## src/rtl/oam_dma_arbiter.sv

```systemverilog
// rtl/oam_dma_arbiter.sv - OAM DMA sequencer and core/DMA memory bus arbiter
//
// Purpose: decodes writes to DMA_REG, then takes the shared memory bus and
// copies DMA_LEN bytes from {src, 00} to DEST_BASE with alternating one-cycle
// READ/WRITE bus cycles. The core is isolated from memory while this runs.
//
// Ports:
//   CLK, RESET              clock, asynchronous active-high reset
//   CPU_A/DO/MREQ/RD/WR     core bus request side
//   CPU_DI                  read data returned to the core
//   MEM_A/DO/MREQ/RD/WR     memory bus, driven by the core or the DMA engine
//   MEM_DI                  memory read data
//   DMA_ACTIVE              engine owns the bus (START/READ/WRITE)
//   DMA_DONE                one-cycle pulse after the last byte is written
module oam_dma_arbiter #(
  parameter int          DMA_LEN        = 160,
  parameter logic [15:0] DEST_BASE      = 16'hFE00,
  parameter logic [15:0] DMA_REG        = 16'hFF46,
  parameter int          STARTUP_CYCLES = 1
) (
  input  logic        CLK,
  input  logic        RESET,
  input  logic [15:0] CPU_A,
  input  logic [7:0]  CPU_DO,
  output logic [7:0]  CPU_DI,
  input  logic        CPU_MREQ,
  input  logic        CPU_RD,
  input  logic        CPU_WR,
  output logic [15:0] MEM_A,
  output logic [7:0]  MEM_DO,
  input  logic [7:0]  MEM_DI,
  output logic        MEM_MREQ,
  output logic        MEM_RD,
  output logic        MEM_WR,
  output logic        DMA_ACTIVE,
  output logic        DMA_DONE
);

  typedef enum logic [1:0] {
    S_IDLE,
    S_START,
    S_READ,
    S_WRITE
  } state_t;

  localparam logic [7:0] LAST_IDX = 8'(DMA_LEN - 1);
  localparam logic [1:0] STARTUP  = 2'(STARTUP_CYCLES);

  state_t     state_q, state_d;
  logic [7:0] src_q, src_d;
  logic [7:0] idx_q, idx_d;
  logic [1:0] cnt_q, cnt_d;
  logic [7:0] data_q, data_d;
  logic       done_q, done_d;

  logic       reg_hit;
  logic       start;
  logic [7:0] src_eff;

  assign reg_hit = (CPU_A == DMA_REG);
  assign start   = CPU_MREQ & CPU_WR & reg_hit;
  // Sources in the echo region E0..FF fold back onto C0..DF.
  assign src_eff = (src_q >= 8'hE0) ? (src_q - 8'h20) : src_q;

  always_ff @(posedge CLK or posedge RESET) begin
    if (RESET) begin
      state_q <= S_IDLE;
      src_q   <= 8'hFF;
      idx_q   <= 8'h00;
      cnt_q   <= 2'd0;
      data_q  <= 8'h00;
      done_q  <= 1'b0;
    end else begin
      state_q <= state_d;
      src_q   <= src_d;
      idx_q   <= idx_d;
      cnt_q   <= cnt_d;
      data_q  <= data_d;
      done_q  <= done_d;
    end
  end

  always_comb begin
    state_d = state_q;
    src_d   = src_q;
    idx_d   = idx_q;
    cnt_d   = cnt_q;
    data_d  = data_q;
    done_d  = 1'b0;

    case (state_q)
      S_START: begin
        // START is held for at least one cycle; the counter reaching zero
        // on this cycle ends it, so STARTUP_CYCLES=1 gives a single cycle.
        cnt_d = (cnt_q == 2'd0) ? 2'd0 : (cnt_q - 2'd1);
        if (cnt_q <= 2'd1) begin
          state_d = S_READ;
        end
      end
      S_READ: begin
        data_d  = MEM_DI;
        state_d = S_WRITE;
      end
      S_WRITE: begin
        if (idx_q == LAST_IDX) begin
          state_d = S_IDLE;
          done_d  = 1'b1;
        end else begin
          idx_d   = idx_q + 8'd1;
          state_d = S_READ;
        end
      end
      default: begin
      end
    endcase

    // A register write restarts from any state, abandoning the byte in
    // flight and suppressing a DONE that would otherwise fire this cycle.
    if (start) begin
      src_d   = CPU_DO;
      idx_d   = 8'h00;
      cnt_d   = STARTUP;
      state_d = S_START;
      done_d  = 1'b0;
    end
  end

  // Bus outputs depend only on state, registers and core inputs, never on
  // MEM_DI, so memory read data cannot loop back into the address/strobes.
  always_comb begin
    MEM_A    = 16'h0000;
    MEM_DO   = 8'h00;
    MEM_MREQ = 1'b0;
    MEM_RD   = 1'b0;
    MEM_WR   = 1'b0;

    case (state_q)
      S_IDLE: begin
        MEM_A    = CPU_A;
        MEM_DO   = CPU_DO;
        // The DMA register lives here, so its accesses never reach memory.
        MEM_MREQ = CPU_MREQ & ~reg_hit;
        MEM_RD   = CPU_RD & ~reg_hit;
        MEM_WR   = CPU_WR & ~reg_hit;
      end
      S_READ: begin
        MEM_A    = {src_eff, idx_q};
        MEM_MREQ = 1'b1;
        MEM_RD   = 1'b1;
      end
      S_WRITE: begin
        MEM_A    = DEST_BASE + {8'h00, idx_q};
        MEM_DO   = data_q;
        MEM_MREQ = 1'b1;
        MEM_WR   = 1'b1;
      end
      default: begin
      end
    endcase
  end

  assign DMA_ACTIVE = (state_q != S_IDLE);
  assign DMA_DONE   = done_q;
  assign CPU_DI     = reg_hit ? src_q : (DMA_ACTIVE ? 8'hFF : MEM_DI);

endmodule

```

## config.mk

```make
export PLATFORM = sky130hd
export DESIGN_NAME = oam_dma_arbiter
export DESIGN_NICKNAME = d
export VERILOG_FILES = /design/src/rtl/oam_dma_arbiter.sv
export SDC_FILE = /design/constraint.sdc
export NUM_CORES = 1
export LEC_CHECK = 0
export ABC_AREA = 1
export CAP_MARGIN = 10
export CORE_UTILIZATION = 45
export CTS_CLUSTER_SIZE = 25
export DETAILED_ROUTE_END_ITERATION = 6
export DONT_BUFFER_PORTS = 1
export GPL_TIMING_DRIVEN = 0
export PLACE_DENSITY = 0.61
export SKIP_CTS_REPAIR_TIMING = 1
export SLEW_MARGIN = 25
export SYNTH_ARGS = -nofsm -noshare
export SYNTH_HDL_FRONTEND = slang
export SYNTH_SLANG_ARGS = --single-unit
```

## constraint.sdc

```tcl
create_clock -name CLK -period 2 [get_ports CLK]
set_clock_uncertainty 0.05 [all_clocks]
set_input_delay 0.2 -clock CLK [delete_from_list [all_inputs] [get_ports CLK]]
set_output_delay 0.2 -clock CLK [all_outputs]
set_load 0.01 [all_outputs]
```

After elaboration in Yosys (flattened, before gate mapping). Index checks and enable logic that the tools add are counted.

Bits in registers: 29.

Add/sub/neg operators: 4. Magnitude comparators: 2. Eq/ne operators: 7. Multiplexer cells: 21. Bitwise gates (word level): 6. Reductions and logical operators: 9.

Operator list (count): 8-bit 2-to-1 mux (6); 16-bit case mux with 3 select lines (1); 16-bit equality test (second input constant) (1); 8-bit case mux with 2 select lines (1); 2-bit 2-to-1 mux (6); 10-bit by 9-bit adder with 11-bit output (first input constant) (1); 8-bit by 1-bit adder with 8-bit output (second input constant) (1); 8-bit equality test (second input constant) (1); 8-bit >= comparator (second input constant) (1); 8-bit by 6-bit subtractor with 8-bit output (second input constant) (1); 1-bit case mux with 2 select lines (3); 2-bit case mux with 3 select lines (1); 2-bit nonzero test (3); 1-bit AND (5); 2-bit equality test (second input constant) (2); 2-bit logical NOT (2); 2-bit AND reduction (2); 4-bit nonzero test (1); 1-bit 2-to-1 mux (3); 3-bit != test (second input constant) (1); 2-bit by 1-bit equality test with 1-bit output (second input constant) (1); 2-bit by 1-bit <= comparator with 1-bit output (second input constant) (1); 2-bit != test (second input constant) (1); 2-bit OR reduction (1); 2 further kinds (2).

Depth between registers and ports, before layout.
Word-level depth: 4. Gate-level depth with buffers: 9. Gate-level depth less buffers: 9.

Worst setup path after synthesis. Ideal clock, no wire load.

Path kind: register to output. Start: register state_q[0]. End: output CPU_DI[0]. Arrival: 1.361 ns. Data required time: 1.750 ns. Setup slack: 0.389 ns. Cell stages (with the launch flop): 7. Cell sequence: dfrtp_1 inv_1 ha_1 inv_2 clkbuf_1 nor2_1 a21oi_1.

Longest elaborated chain between the ends: 3.

Ends and longest elaborated chain: start: declaration (line 49) `state_t state_q, state_d;`; start signal: assignment (line 74) `state_q <= state_d;`; 2-bit nonzero test (line 162) `assign DMA_ACTIVE = (state_q != S_IDLE);`; net DMA_ACTIVE (line 35) `output logic DMA_ACTIVE,`; 8-bit 2-to-1 mux (2 in a row) (line 164) `assign CPU_DI = reg_hit ? src_q : (DMA_ACTIVE ? 8'hFF : MEM_DI);`; end: declaration (line 25) `output logic [7:0] CPU_DI,`.

The timed path passes the listed nets, and every way through them passes these cells.

Worst setup path in the final report.
Start: register state_q[0]. End: output MEM_DO[6].

Longest elaborated chain between the ends: 2. Elaborated cells between the ends (all ways): 3.

Ends and longest elaborated chain: 2-bit equality test or 2-bit logical NOT (tied branches) (line 137) `case (state_q)`; 8-bit case mux with 2 select lines (*) (line 137); end: declaration (line 30) `output logic [7:0] MEM_DO,`.

Mark *: on every way between the ends. The rest lies on a longest branch, timed or not.

==> impl_metrics.tcl <==
set metrics [dict create \
    grt_pass1_wl_um 9630 \
    finalCritPeriodShare_pct 96.2 \
    worstHoldStart "MEM_DI[0]" \
    num-nets-final 383 \
    area_delta_synth_final_pct 16.1 \
    multiInputGateArea_mm2 0.00111 \
    required_ns 1.75 \
    syn_inst 320 \
    worstMarginPinSlew_ns 0.630 \
    max-cap-violations 0 \
    cts-root-buf "clkbuf_8" \
    via_per_inst 5.46 \
    slew_viol_final 0 \
    critical-path-max-stage-delay_ns 0.41 \
    grtUsageTotal_pct 25.8 \
    clkTransAtPathRegs_ns 0.06 \
    die_area_mm2 0.00490 \
    synth_area_leaders "dfrtp_1 (25%), nand2_1 (18%), dfstp_2 (10%), inv_1 (7.9%), a21oi_1 (5.8%)" \
    min_path_cells 2 \
    grt_pass1_vias 1871 \
    reg2regPathDepth 8 \
    wl_per_cell_um 15.4 \
    status "finished, violations left" \
    place_congestion 0.878 \
    grt_max_degree 30 \
    placed_cell_area_mm2 0.00214 \
    final_cell_mix "nand2_1 (100), inv_1 (42), nor2_1 (29)" \
    hold_viol 3 \
    relSlewSlack_pct 57.9 \
    initial_core_util_pct 47.4 \
    antenna_left 0 \
    vdd_drop_max_mv 0.525 \
    arrival_ns 1.67 \
    die_w_um 70.0 \
    startpoint_type "flip-flop" \
    clock_latency_ns 0.28 \
    portBuffers 0 \
    finalWorstSetupSlack_ns 0.0757 \
    powerDensity_mw_per_mm2 1160 \
    stdcell_area_mm2 0.00241 \
    clock-sinks 29 \
    final_core_util_pct 55.1 \
    antenna_cells 0 \
    setup_viol 0 \
    netlist.area_leader.share_pct 25.3 \
    vias 2145 \
    ios 74 \
    final_common_cell "nand2_1" \
    ys_seq_area_share_pct 35.4 \
    core_mm2 0.00438 \
    yosysTopAreaCell "dfrtp_1" \
    ys_ff_latch 29 \
    hpwlAfterDp_um 4420 \
    path_buf_inv 2 \
    hold_class "primary input to flip-flop" \
    synth_cell_types 30 \
    antenna_found_initial 0 \
    htreeDepth 2 \
    path_cells "inv_1 -> ha_2 -> buf_2 -> nand2_1 -> a21oi_1" \
    critical_path_class "flip-flop to output pin" \
    drc_errors 0 \
    crit_slowest_cell "dfrtp_1" \
    cp_top_family "flip-flops" \
    cellLeakagePower_nw 1.21 \
    ys.warnings.count 0 \
    cts_tree "yes" \
    regArea_um2 736 \
    fin_hold_ws_ns -0.0133 \
    rows 24 \
    fin_tns_setup_ns 0 \
    cts_made_buffers 5 \
    finalCriticalPeriod_ns 1.92 \
    worstReg2RegStart "state_q[1]$_DFFE_PP0P_" \
    overflow 0 \
    clk_path_buf_depth 2 \
    netlist_area_mm2 0.00208 \
    post-place-ws_ns -0.0335 \
    drtIter0Drc 140 \
    drive_gt1_share_pct 14.4 \
    routed_wl_um 6050 \
    syn-num-nets 363 \
    cp_max_fo 10 \
    startpoint "state_q[0]$_DFFE_PP0P_" \
    worst-path-stages 5 \
    nFillCells 450 \
    dr.pass1.iters 5 \
    rsz0062_at_grt "true" \
    die_height_um 70.0 \
    synth_area_per_cell_um2 6.50 \
    cp-end-kind "output pin" \
    fmax_mhz 520 \
    violations "negative hold slack" \
]
## sequential cells by signal, summed over array words and instances (netlist names)
signal	cells
DMA_DONE	1
cnt_q	2
data_q	8
idx_q	8
src_q	8
state_q	2
## routing by layer
layer  GRT usage (%)  wire (µm)  vias up
met5               0          0        -
met4            7.33         67        0
met3            6.93        460        6
met2            37.6       2730       80
met1            37.3       2800     1009
li1                -          -     1050
## cell families (layout without fill, tap and decap cells)
kind of cell               Yosys count  in the layout  share of synthesized area (%)
and+or+nand+nor                    165            165                           34.5
buffers and inverters               64             85                           12.2
AOI/OAI and AO/OA                   55             55                           13.9
DFF                                 29             29                           35.4
adders and majority gates            6              6                           3.61
xor gates and xnor gates             1              1                          0.421
## report_power, final
group          total [W]  internal, W  switching, W  leakage, nW
combinational    0.00140     0.000448      0.000948        0.826
clock           0.000506     0.000280      0.000226       0.0455
sequential      0.000897     0.000760      0.000137        0.337
## cell type report
class	instances	area share, %
Multi-Input combinational cell	227	46.2
Timing Repair Buffer	13	5.39
Clock buffer	8	3.73
Buffer	13	3.58
Inverter	51	7.93
Tap cell	52	2.70
Sequential cell	29	30.5
## cells in the mapped netlist, drive strengths merged
| master | n |
|---|---|
| nand4 | 10 |
| nand2 | 102 |
| o21ai | 23 |
| dfrtp | 21 |
| a31oi | 1 |
| a21boi | 1 |
| nor3 | 4 |
| clkinv | 2 |
| ha | 6 |
| a21oi | 24 |
| nand3 | 16 |
| inv | 49 |
| o22ai | 4 |
| o211ai | 2 |
| dfstp | 8 |
| nor2 | 33 |
| clkbuf | 3 |
| xor2 | 1 |
| buf | 10 |
## worst paths after layout
kind / endpoint / slack, ns
max in group asynchronous: idx_q[5]$_DFFE_PP0P_ / 1.09
min in group asynchronous: data_q[0]$_DFFE_PP0P_ / 0.40
min reg2reg: data_q[4]$_DFFE_PP0P_ / 0.43
max reg2reg: state_q[1]$_DFFE_PP0P_ / 0.33
max: MEM_DO[6] / 0.08
min: data_q[0]$_DFFE_PP0P_ / -0.01
## worst reg2reg max path, cell delays in order, from the launching register on
cell and delay [ns]:
dfrtp_1 0.41, inv_1 0.09, ha_1 0.14, buf_2 0.24
inv_2 0.10, a21boi_1 0.23, nand2_1 0.10, nor3_1 0.16
nor2_1 0.07
## through the flow
step / power (W) / instances
after floorplan: 0.00194 / 320
after global placement: 0.00220 / 372
after detailed placement: 0.00222 / 372
after CTS: 0.00274 / 380
after global routing: 0.00305 / 393
final: 0.00280 / 393
Note: power is estimated with default switching activity, not from simulation.
